==> src/rtl/counter_sweep_ctrl.sv <==
// -----------------------------------------------------------------------------
// counter_sweep_ctrl
//   Triangle/scan sequencer that owns a loadable up/down counter. An accepted
//   start captures the bounds and sweep count, loads the low bound, then runs
//   lo -> hi -> lo the programmed number of times, then pulses done.
//
// Ports
//   clk         in   1      rising-edge clock
//   rst         in   1      synchronous active-high reset
//   start       in   1      begin a sequence (only looked at in IDLE)
//   abort       in   1      stop a running sequence, back to IDLE, no done
//   hold        in   1      freeze counter/FSM while counting (UP/DOWN)
//   lo          in   WIDTH  low bound, captured on accepted start
//   hi          in   WIDTH  high bound, captured on accepted start
//   sweeps      in   SWP_W  number of sweeps, captured on accepted start
//   out         out  WIDTH  counter value
//   mode        out  1      1 while counting up
//   load        out  1      1 in the single load cycle
//   busy        out  1      1 while loading or counting
//   done        out  1      one-cycle completion pulse
//   err         out  1      one-cycle pulse when a start is rejected
//   sweep_left  out  SWP_W  sweeps remaining including the current one
// -----------------------------------------------------------------------------
module counter_sweep_ctrl #(
    parameter int unsigned WIDTH = 4,
    parameter int unsigned SWP_W = 4
) (
    input  logic             clk,
    input  logic             rst,
    input  logic             start,
    input  logic             abort,
    input  logic             hold,
    input  logic [WIDTH-1:0] lo,
    input  logic [WIDTH-1:0] hi,
    input  logic [SWP_W-1:0] sweeps,
    output logic [WIDTH-1:0] out,
    output logic             mode,
    output logic             load,
    output logic             busy,
    output logic             done,
    output logic             err,
    output logic [SWP_W-1:0] sweep_left
);

    localparam int unsigned ST_W = 3;

    localparam logic [ST_W-1:0] S_IDLE = 3'd0;
    localparam logic [ST_W-1:0] S_LOAD = 3'd1;
    localparam logic [ST_W-1:0] S_UP   = 3'd2;
    localparam logic [ST_W-1:0] S_DOWN = 3'd3;
    localparam logic [ST_W-1:0] S_DONE = 3'd4;

    logic [ST_W-1:0]  state,  state_nxt;
    logic [WIDTH-1:0] lo_q,   lo_nxt;
    logic [WIDTH-1:0] hi_q,   hi_nxt;
    logic [WIDTH-1:0] out_nxt;
    logic [SWP_W-1:0] sweep_left_nxt;
    logic             err_nxt;
    logic             mode_nxt;
    logic             load_nxt;
    logic             busy_nxt;
    logic             done_nxt;

    logic [WIDTH-1:0] out_inc;
    logic [WIDTH-1:0] out_dec;
    logic             start_ok;

    // Counter neighbours; lo<hi at capture keeps these from wrapping in use.
    assign out_inc  = out + WIDTH'(1);
    assign out_dec  = out - WIDTH'(1);
    assign start_ok = (lo < hi) && (sweeps != '0);

    // State and datapath registers.
    always_ff @(posedge clk) begin
        if (rst) begin
            state      <= S_IDLE;
            lo_q       <= '0;
            hi_q       <= '0;
            out        <= '0;
            sweep_left <= '0;
            mode       <= 1'b0;
            load       <= 1'b0;
            busy       <= 1'b0;
            done       <= 1'b0;
            err        <= 1'b0;
        end else begin
            state      <= state_nxt;
            lo_q       <= lo_nxt;
            hi_q       <= hi_nxt;
            out        <= out_nxt;
            sweep_left <= sweep_left_nxt;
            mode       <= mode_nxt;
            load       <= load_nxt;
            busy       <= busy_nxt;
            done       <= done_nxt;
            err        <= err_nxt;
        end
    end

    // Next-state and next-output logic.
    always_comb begin
        state_nxt      = state;
        lo_nxt         = lo_q;
        hi_nxt         = hi_q;
        out_nxt        = out;
        sweep_left_nxt = sweep_left;
        err_nxt        = 1'b0;

        case (state)
            S_IDLE: begin
                if (start) begin
                    if (start_ok) begin
                        lo_nxt         = lo;
                        hi_nxt         = hi;
                        sweep_left_nxt = sweeps;
                        state_nxt      = S_LOAD;
                    end else begin
                        err_nxt = 1'b1;
                    end
                end
            end

            S_LOAD: begin
                // hold has no effect here; abort leaves out at its old value.
                if (abort) begin
                    sweep_left_nxt = '0;
                    state_nxt      = S_IDLE;
                end else begin
                    out_nxt   = lo_q;
                    state_nxt = S_UP;
                end
            end

            S_UP: begin
                if (abort) begin
                    sweep_left_nxt = '0;
                    state_nxt      = S_IDLE;
                end else if (!hold) begin
                    out_nxt = out_inc;
                    if (out_inc == hi_q) begin
                        state_nxt = S_DOWN;
                    end
                end
            end

            S_DOWN: begin
                if (abort) begin
                    sweep_left_nxt = '0;
                    state_nxt      = S_IDLE;
                end else if (!hold) begin
                    out_nxt = out_dec;
                    // Reaching lo closes a sweep: either finish or bounce back up.
                    if (out_dec == lo_q) begin
                        if (sweep_left == SWP_W'(1)) begin
                            sweep_left_nxt = '0;
                            state_nxt      = S_DONE;
                        end else begin
                            sweep_left_nxt = sweep_left - SWP_W'(1);
                            state_nxt      = S_UP;
                        end
                    end
                end
            end

            S_DONE: begin
                state_nxt = S_IDLE;
            end

            default: begin
                sweep_left_nxt = '0;
                state_nxt      = S_IDLE;
            end
        endcase

        // Status flags are registered copies of the next-state decode.
        mode_nxt = (state_nxt == S_UP);
        load_nxt = (state_nxt == S_LOAD);
        busy_nxt = (state_nxt == S_LOAD) || (state_nxt == S_UP) || (state_nxt == S_DOWN);
        done_nxt = (state_nxt == S_DONE);
    end

endmodule

==> config.mk <==
export PLATFORM = sky130hd
export DESIGN_NAME = counter_sweep_ctrl
export DESIGN_NICKNAME = d
export VERILOG_FILES = /design/src/rtl/counter_sweep_ctrl.sv
export SDC_FILE = /design/constraint.sdc
export NUM_CORES = 1
export LEC_CHECK = 0
export CORE_MARGIN = 1.5
export CORE_UTILIZATION = 50
export DETAILED_ROUTE_END_ITERATION = 12
export PLACE_DENSITY = 0.76
export SLEW_MARGIN = 20
export SYNTH_ARGS = -nofsm -noshare
export SYNTH_HDL_FRONTEND = slang
export SYNTH_SLANG_ARGS = --single-unit
==> constraint.sdc <==
create_clock -name clk -period 2.3 [get_ports clk]
set_input_delay 0.46 -clock clk [delete_from_list [all_inputs] [get_ports clk]]
set_output_delay 0.46 -clock clk [all_outputs]
set_load 0.005 [all_outputs]
## After elaboration in Yosys (flattened, before gate mapping)

Cells that the tools add are included.

- Reduce and logical (&&, ||, !) cells: 11
- Mux-type cells: 26
- Add/sub/neg operators: 3
- Divide/modulo/power cells: 0
- Equal/unequal tests: 21
- $mul: 0
- Bitwise gates (word level): 3
- Shift-type cells: 0
- Magnitude comparators: 1

Operator list:

| kind | number |
|---|---|
| two-way mux 4 bit | 12 |
| two-way mux 3 bit | 9 |
| case mux 4 bit (4 select lines) | 1 |
| inequality test 2 bit, second input constant | 7 |
| == test 3 x 2 -> 1 bit, second input constant | 4 |
| case mux 3 bit (4 select lines) | 1 |
| case mux 4 bit (3 select lines) | 1 |
| AND reduction 6 bit | 2 |
| == test 4 bit | 2 |
| subtractor 4 x 1 -> 4 bit, second input constant | 2 |
| == test 3 x 1 -> 1 bit, second input constant | 2 |
| == test 3 bit, second input constant | 2 |
| inequality test 3 bit, second input constant | 2 |
| adder 4 x 1 -> 4 bit, second input constant | 1 |
| == test 4 x 1 -> 1 bit, second input constant | 1 |
| < comparator 4 bit | 1 |
| nonzero test 4 bit | 1 |
| zero test 3 bit | 1 |
| NOT 1 bit | 3 |
| AND reduction 3 bit | 1 |
| nonzero test 3 bit | 1 |
| OR reduction 3 bit | 1 |
| logical OR 1 bit | 2 |
| two-way mux 2 bit | 1 |
| other kinds (4) | 4 |

- Flip-flop bits (word level): 24
- Bits in latches: 0
- Input port bits: 17
- Memory bits (read-only): 0
- Word-level logic and storage cells: 75
- Memory bits (writable): 0
- Memories kept: 0

## Longest topological paths before layout

Gate-level depths: netlist (run 1).

- Word-level depth: 9
- Mapped depth: 7
- Gate-level depth less buffers: 7

## Worst setup path before layout (run 1)

No wires, ideal clock.

- Path kind: register to register
- Start point: reg out[0]
- End point: reg sweep_left[0]
- Arrival: 1.957 ns
- Period minus slack after synthesis: 2.080 ns
- Library setup time: 0.123 ns
- Data required time: 2.177 ns
- Cell stages (with the launch flop): 8
- Path slack: 0.220 ns
- Cell sequence: dfxtp_1 -> inv_1 -> ha_1 -> xnor2_1 -> xnor2_1 -> nor4_4 -> o221ai_2 -> mux2_1

- Longest elaborated chain between the ends: 4

Ends and longest elaborated chain:

| item | RTL line | source |
|---|---|---|
| from (decl) | 36 | `output logic [WIDTH-1:0] out,` |
| from (signal assigned) | 90 | `out <= out_nxt;` |
| subtractor 4 x 1 -> 4 bit | 70 | `assign out_dec = out - WIDTH'(1);` |
| == test 4 bit | 153 | `if (out_dec == lo_q) begin` |
| inequality test 3 bit (no source line) | n/a |  |
| AND reduction 6 bit (no source line) | n/a |  |
| to (signal assigned) | 91 | `sweep_left <= sweep_left_nxt;` |
| to (decl) | 42 | `output logic [SWP_W-1:0] sweep_left` |

Every way passes these cells.
A chain may end at the register's enable or synchronous reset.

## Worst setup path in the final report (run 1)

- Start point: in hi[1]
- End point: reg sweep_left[1]

- Longest elaborated chain between the ends: 4

Ends and longest elaborated chain:

| item | RTL line | source |
|---|---|---|
| from (decl) | 34 | `input logic [WIDTH-1:0] hi,` |
| < comparator 4 bit | 71 | `assign start_ok = (lo < hi) && (sweeps != '0);` |
| logical AND 1 bit | 71 |  |
| inequality test 2 bit (no source line) | n/a |  |
| AND reduction 6 bit (no source line) | n/a |  |

Every way passes these cells.

==> results of run 1 <==
-- cell families after synthesis --
logic type | after synthesis | synth area share [%]
AOI/OAI and AO/OA | 32 | 15.6
xor gates and xnor gates | 14 | 8.43
adders and majority gates | 7 | 6.02
buffers and inverters | 15 | 4.47
DFF | 24 | 33.0
muxes | 14 | 10.1
and+or+nand+nor | 59 | 22.4
-- critical path: cells and delay by family --
family | cells | cell delay [ps]
AOI/OAI and AO/OA | 3 | 720
adders and majority gates | 1 | 260
buffers and inverters | 2 | 530
muxes | 1 | 350
-- worst paths after layout --
path,startpoint,end,slack [ps],depth (start not counted)
max,hi[1],sweep_left[1]$_SDFFE_PP0P_,210,7
max reg2reg,out[0]$_SDFFE_PP0P_,sweep_left[1]$_SDFFE_PP0P_,220,7
min reg2reg,out[0]$_SDFFE_PP0P_,out[0]$_SDFFE_PP0P_,550,2
min,out[0]$_SDFFE_PP0P_,out[0]$_SDFFE_PP0P_,550,2
-- layer usage --
metal / wire length, microns / global-route usage, % / vias up
met3: 140 / 3.46 / 2
met1: 1560 / 31.3 / 606
li1: - / - / 647
met2: 1580 / 36.0 / 27
met4: 16 / 6.64 / 0
met5: 0 / 0 / -
-- state kept, by name, indices dropped and copies added, names as in the netlist --
register and flops:
hi_q 4, lo_q 4, out 4, sweep_left 4
state 3, busy 1, done 1, err 1
load 1, mode 1
-- placed cells by master (no fill, tap or decap), types with 5 or more instances in the layout --
cell type / n
mux2i_1: 9
nor2_1: 25
dfxtp_1: 24
nand2_1: 5
nor2b_1: 9
xnor2_1: 10
inv_1: 8
o21ai_0: 7
ha_1: 7
clkdlybuf4s50_1: 29
a21oi_1: 6
buf_4: 6
-- cells in the mapped netlist, drive strengths merged --
| cell | n | area, sq um |
|---|---|---|
| a211o | 1 | 8.76 |
| a211oi | 4 | 30.0 |
| a21oi | 6 | 30.0 |
| a221oi | 1 | 8.76 |
| a22oi | 3 | 22.5 |
| a32oi | 1 | 8.76 |
| a41oi | 1 | 8.76 |
| and3 | 1 | 6.26 |
| and3b | 1 | 8.76 |
| and4b | 2 | 20.0 |
| buf | 3 | 20.0 |
| clkbuf | 4 | 15.0 |
| dfxtp | 24 | 480 |
| ha | 7 | 87.6 |
| inv | 8 | 30.0 |
| mux2 | 5 | 56.3 |
| mux2i | 9 | 90.1 |
| nand2 | 5 | 18.8 |
| nand2b | 4 | 25.0 |
| nand3 | 1 | 5.00 |
| nor2 | 25 | 93.8 |
| nor2b | 9 | 56.3 |
| nor3 | 5 | 36.3 |
| nor3b | 2 | 15.0 |
| nor4 | 3 | 33.8 |
| o2111a | 1 | 11.3 |
| o2111ai | 1 | 8.76 |
| o211ai | 1 | 7.51 |
| o21a | 2 | 15.0 |
| o21ai | 7 | 35.0 |
| o221ai | 2 | 23.8 |
| o31ai | 1 | 7.51 |
| or2 | 1 | 6.26 |
| xnor2 | 10 | 87.6 |
| xor2 | 4 | 35.0 |
-- cell type report --
type                    instances  area share (%)
clock buffers                   3            1.24
inverters                       8            1.65
multi-input cells             126            50.0
flip-flops and latches         24            26.5
well taps                      31            2.14
repair buffers                 35            18.5
-- power by group through the flow --
stage	logic, mW	registers, mW	clock network [mW]
after floorplan	0.138	0.467	0
after global placement	0.218	0.470	0
after detailed placement	0.225	0.472	0
after CTS	0.226	0.463	0.198
after global routing	0.250	0.467	0.212
final	0.224	0.463	0.191
==> results.sh, run 1 <==
export IMPL_multi_input_area_sq_um=908
export IMPL_dr_pass1_iters=4
export IMPL_postSynthRegisterBits=24
export IMPL_yosysWarnings=0
export IMPL_num_rows=19
export IMPL_dp_hpwl_microns=2570
export IMPL_rsz0062_at_grt="false"
export IMPL_clk_pin_slew_worst_paths_ps=130
export IMPL_syn2layout_area_growth_pct=24.9
export IMPL_stdcell_area_sq_um=1820
export IMPL_finalWorstSetupSlack_ps=206
export IMPL_finalSetupTns_ps=0
export IMPL_combPwrFrac_pct=25.5
export IMPL_power_switching_mw=0.252
export IMPL_port_buffers=29
export IMPL_grt_antenna_before_repair=0
export IMPL_seq_power_share_pct=52.8
export IMPL_syn_inst=165
export IMPL_nets=222
export IMPL_fin_skew_ps=4.77
export IMPL_placed_cell_area_sq_um=1790
export IMPL_seq_area_sq_um=480
export IMPL_dieHeight_microns=56.9
export IMPL_antenna_cells=0
export IMPL_wl_per_cell_microns=14.5
export IMPL_gr_total_overflow=0
export IMPL_drv_cap=0
export IMPL_drive_above_1_share_pct=7.14
export IMPL_max_freq_mhz=478
export IMPL_worstPathArrival_ps=2310
export IMPL_whs_ps=546
export IMPL_setup_viol=0
export IMPL_crit_chain="clkdlybuf4s50_1 > inv_1 > ha_1 > a211oi_1 > o2111a_1 > o221ai_2 > mux2_1"
export IMPL_ys_seq_area_share_pct=33.0
export IMPL_crit_path_top_delay_cell="clkdlybuf4s50_1"
export IMPL_leakagePower_nw=0.740
export IMPL_path_class="in -> reg"
export IMPL_clock_root_buffer="clkbuf_4"
export IMPL_ys_types=41
export IMPL_slew_viol_final=0
export IMPL_cts_hold_fix_buffers=0
export IMPL_cts_buffers=3
export IMPL_drtAntennaViolNets=0
export IMPL_cts_resized=0
export IMPL_cp_max_fo=4
export IMPL_hold_viol=0
export IMPL_syn_nets=189
export IMPL_swShare_pct=28.8
export IMPL_cts_sinks=24
export IMPL_grt_pass1_wl_microns=5730
export IMPL_p_total_mw=0.877
export IMPL_p_int_mw=0.625
export IMPL_cts_setup_buffers=0
export IMPL_htreeDepth=1
export IMPL_power_per_cell_area_nw_per_um2=483
export IMPL_clkPwrFrac_pct=21.7
export IMPL_gp_congestion=0.808
export IMPL_die_area_sq_um=3240
export IMPL_slew_headroom_pct=61.9
export IMPL_instances_no_fill=227
export IMPL_ios=30
export IMPL_finalWirelength_microns=3300
export IMPL_track_usage_pct=22.4
export IMPL_first_global_vias=1239
export IMPL_netlist_area_sq_um=1450
export IMPL_period_needed_ps=2090
export IMPL_dr_first_iter_drc_count=37
export IMPL_placed_cells=224
export IMPL_vias=1282
export IMPL_ir_drop_v=0.000348
export IMPL_chipWidth_microns=56.9
export IMPL_viasPerCell=5.65
export IMPL_critPathMaxStageDelay_ps=480
export IMPL_hold_class="reg -> reg"
export IMPL_cts_tree="built"
export IMPL_start_util_pct=52.7
export IMPL_period_share_pct=91.0
export IMPL_dpl_worst_slack_ps=-186
export IMPL_drc=0
export IMPL_clockBufferDepth=2
export IMPL_tightest_slew_ps=569
export IMPL_end_kind="flip-flop"
export IMPL_cp_required_ps=2520
export IMPL_start_kind="input port"
export IMPL_status="completed"
export IMPL_grt_max_degree=18
export IMPL_coreArea_sq_um=2760
export IMPL_final_core_util_pct=65.8
export IMPL_fillers=233
export IMPL_clkLatencyLatePin_ps=320
export IMPL_syn_area_per_cell_sq_um=8.81
No activity file was read; power rests on OpenSTA's default activity.
==> run 2: changes to the inputs <==
GPL_ROUTABILITY_DRIVEN = 0   (was default)
PLACE_DENSITY = 0.79   (was 0.76)
==> results.sh, run 2 (same netlist as run 1, synthesis figures left out) <==
export IMPL_status="completed"
export IMPL_mostFrequentLayoutCells="clkdlybuf4s50_1, nor2_1, dfxtp_1"
export IMPL_crit_family="compound AO/OA/AOI/OAI gates"
export IMPL_drive_above_1_share_pct=7.61
export IMPL_drc=0
export IMPL_hold_class="reg -> reg"
export IMPL_power_switching_mw=0.261
export IMPL_clkLatencyLatePin_ps=310
export IMPL_clock_root_buffer="clkbuf_4"
export IMPL_grt_pass1_wl_microns=5820
export IMPL_finalWirelength_microns=3500
export IMPL_cts_tree="built"
export IMPL_port_buffers=29
export IMPL_htreeDepth=1
export IMPL_ir_drop_v=0.000381
export IMPL_first_global_vias=1290
export IMPL_syn2layout_area_growth_pct=25.8
export IMPL_period_share_pct=91.8
export IMPL_path_class="in -> reg"
export IMPL_antenna_cells=0
export IMPL_swShare_pct=28.3
export IMPL_crit_chain="clkdlybuf4s50_1 > inv_1 > ha_1 > a211oi_1 > o2111a_1 > o221ai_2 > mux2_1"
export IMPL_stdcell_area_sq_um=1830
export IMPL_gr_total_overflow=0
export IMPL_grt_antenna_before_repair=0
export IMPL_cts_buffers=3
export IMPL_p_int_mw=0.659
export IMPL_fin_skew_ps=0.926
export IMPL_drv_cap=0
export IMPL_fillers=229
export IMPL_tightest_slew_ps=500
export IMPL_start_kind="input port"
export IMPL_cts_setup_buffers=0
export IMPL_slew_viol_final=0
export IMPL_cts_hold_fix_buffers=0
export IMPL_placed_cell_area_sq_um=1790
export IMPL_setup_viol=0
export IMPL_reg2reg_slack_ps=310
export IMPL_critPathMaxStageDelay_ps=480
export IMPL_drtAntennaViolNets=0
export IMPL_slew_headroom_pct=66.6
export IMPL_cts_resized=0
export IMPL_clk_pin_slew_worst_paths_ps=140
export IMPL_start_util_pct=52.7
export IMPL_nets=222
export IMPL_num_rows=19
export IMPL_viasPerCell=5.72
export IMPL_max_freq_mhz=473
export IMPL_vias=1305
export IMPL_p_total_mw=0.920
export IMPL_wl_per_cell_microns=15.4
export IMPL_die_area_sq_um=3240
export IMPL_combPwrFrac_pct=24.4
export IMPL_end_kind="flip-flop"
export IMPL_chipWidth_microns=56.9
export IMPL_period_needed_ps=2110
export IMPL_dp_hpwl_microns=2600
export IMPL_dr_first_iter_drc_count=61
export IMPL_clockBufferDepth=2
export IMPL_track_usage_pct=22.8
export IMPL_grt_max_degree=17
export IMPL_worstPathArrival_ps=2330
export IMPL_power_per_cell_area_nw_per_um2=503
export IMPL_crit_path_top_delay_cell="clkdlybuf4s50_1"
export IMPL_cts_sinks=24
export IMPL_layout_commonest_cell="clkdlybuf4s50_1"
export IMPL_dieHeight_microns=56.9
export IMPL_seq_power_share_pct=50.7
export IMPL_critical_path_buf_inv_count=2
export IMPL_rsz0062_at_grt="false"
export IMPL_cp_required_ps=2520
export IMPL_hold_viol=0
export IMPL_leakagePower_nw=0.748
export IMPL_coreArea_sq_um=2760
export IMPL_cp_max_fo=4
export IMPL_whs_ps=555
export IMPL_dr_pass1_iters=4
export IMPL_ios=30
export IMPL_clkPwrFrac_pct=24.9
[run 2: cell count changes in the layout (fill, tap and decap cells not counted)]
cell / change
clkbuf_8: +1
[run 2: metrics by stage]
step           std cells  setup TNS [ps]  worst slack [ps]  utilization [%]
2_1_floorplan        165               0               220                -
3_3_place_gp         224            -865              -107             65.0
3_5_place_dp         224           -1660              -168             65.0
6_report             228               0               188             66.3
5_1_grt              228               0              98.5             66.3
4_1_cts              228               0               184             66.3
[run 2: power by group through the flow]
stage / logic, mW / clock network [mW] / registers (mW)
4_1_cts: 0.223 / 0.232 / 0.466
2_1_floorplan: 0.138 / 0 / 0.467
3_5_place_dp: 0.220 / 0 / 0.475
5_1_grt: 0.245 / 0.251 / 0.470
6_report: 0.224 / 0.229 / 0.467
3_3_place_gp: 0.213 / 0 / 0.473
[run 2: layer usage]
metal  share of wire, %  global-route usage, %  wire, microns  vias to the layer above
met1                 46                   31.2           1600                      611
li1                   -                      -              -                      645
met4                1.5                   8.31             51                        0
met5                  0                      0              0                        -
met2                 48                   36.9           1680                       43
met3                4.9                   2.76            170                        6
[run 2: worst min-delay path, stage by stage, from the launching register on]
cell,delay (ps)
dfxtp_1,340
inv_1,90
a221oi_1,80
[run 2: cell type report]
| type | instances | area (sq um) | area share [%] |
|---|---|---|---|
| multi-input cells | 126 | 908 | 49.7 |
| inverters | 8 | 30.0 | 1.64 |
| repair buffers | 35 | 335 | 18.3 |
| flip-flops and latches | 24 | 480 | 26.3 |
| clock buffers | 4 | 36.3 | 1.98 |
| well taps | 31 | 38.8 | 2.12 |
[run 2: final timing paths]
| kind | startpoint | end | cells past startpoint |
|---|---|---|---|
| max | hi[1] | sweep_left[0]$_SDFFE_PP0P_ | 7 |
| min | out[0]$_SDFFE_PP0P_ | out[0]$_SDFFE_PP0P_ | 2 |
| max reg2reg | out[0]$_SDFFE_PP0P_ | sweep_left[0]$_SDFFE_PP0P_ | 7 |
| min reg2reg | out[0]$_SDFFE_PP0P_ | out[0]$_SDFFE_PP0P_ | 2 |
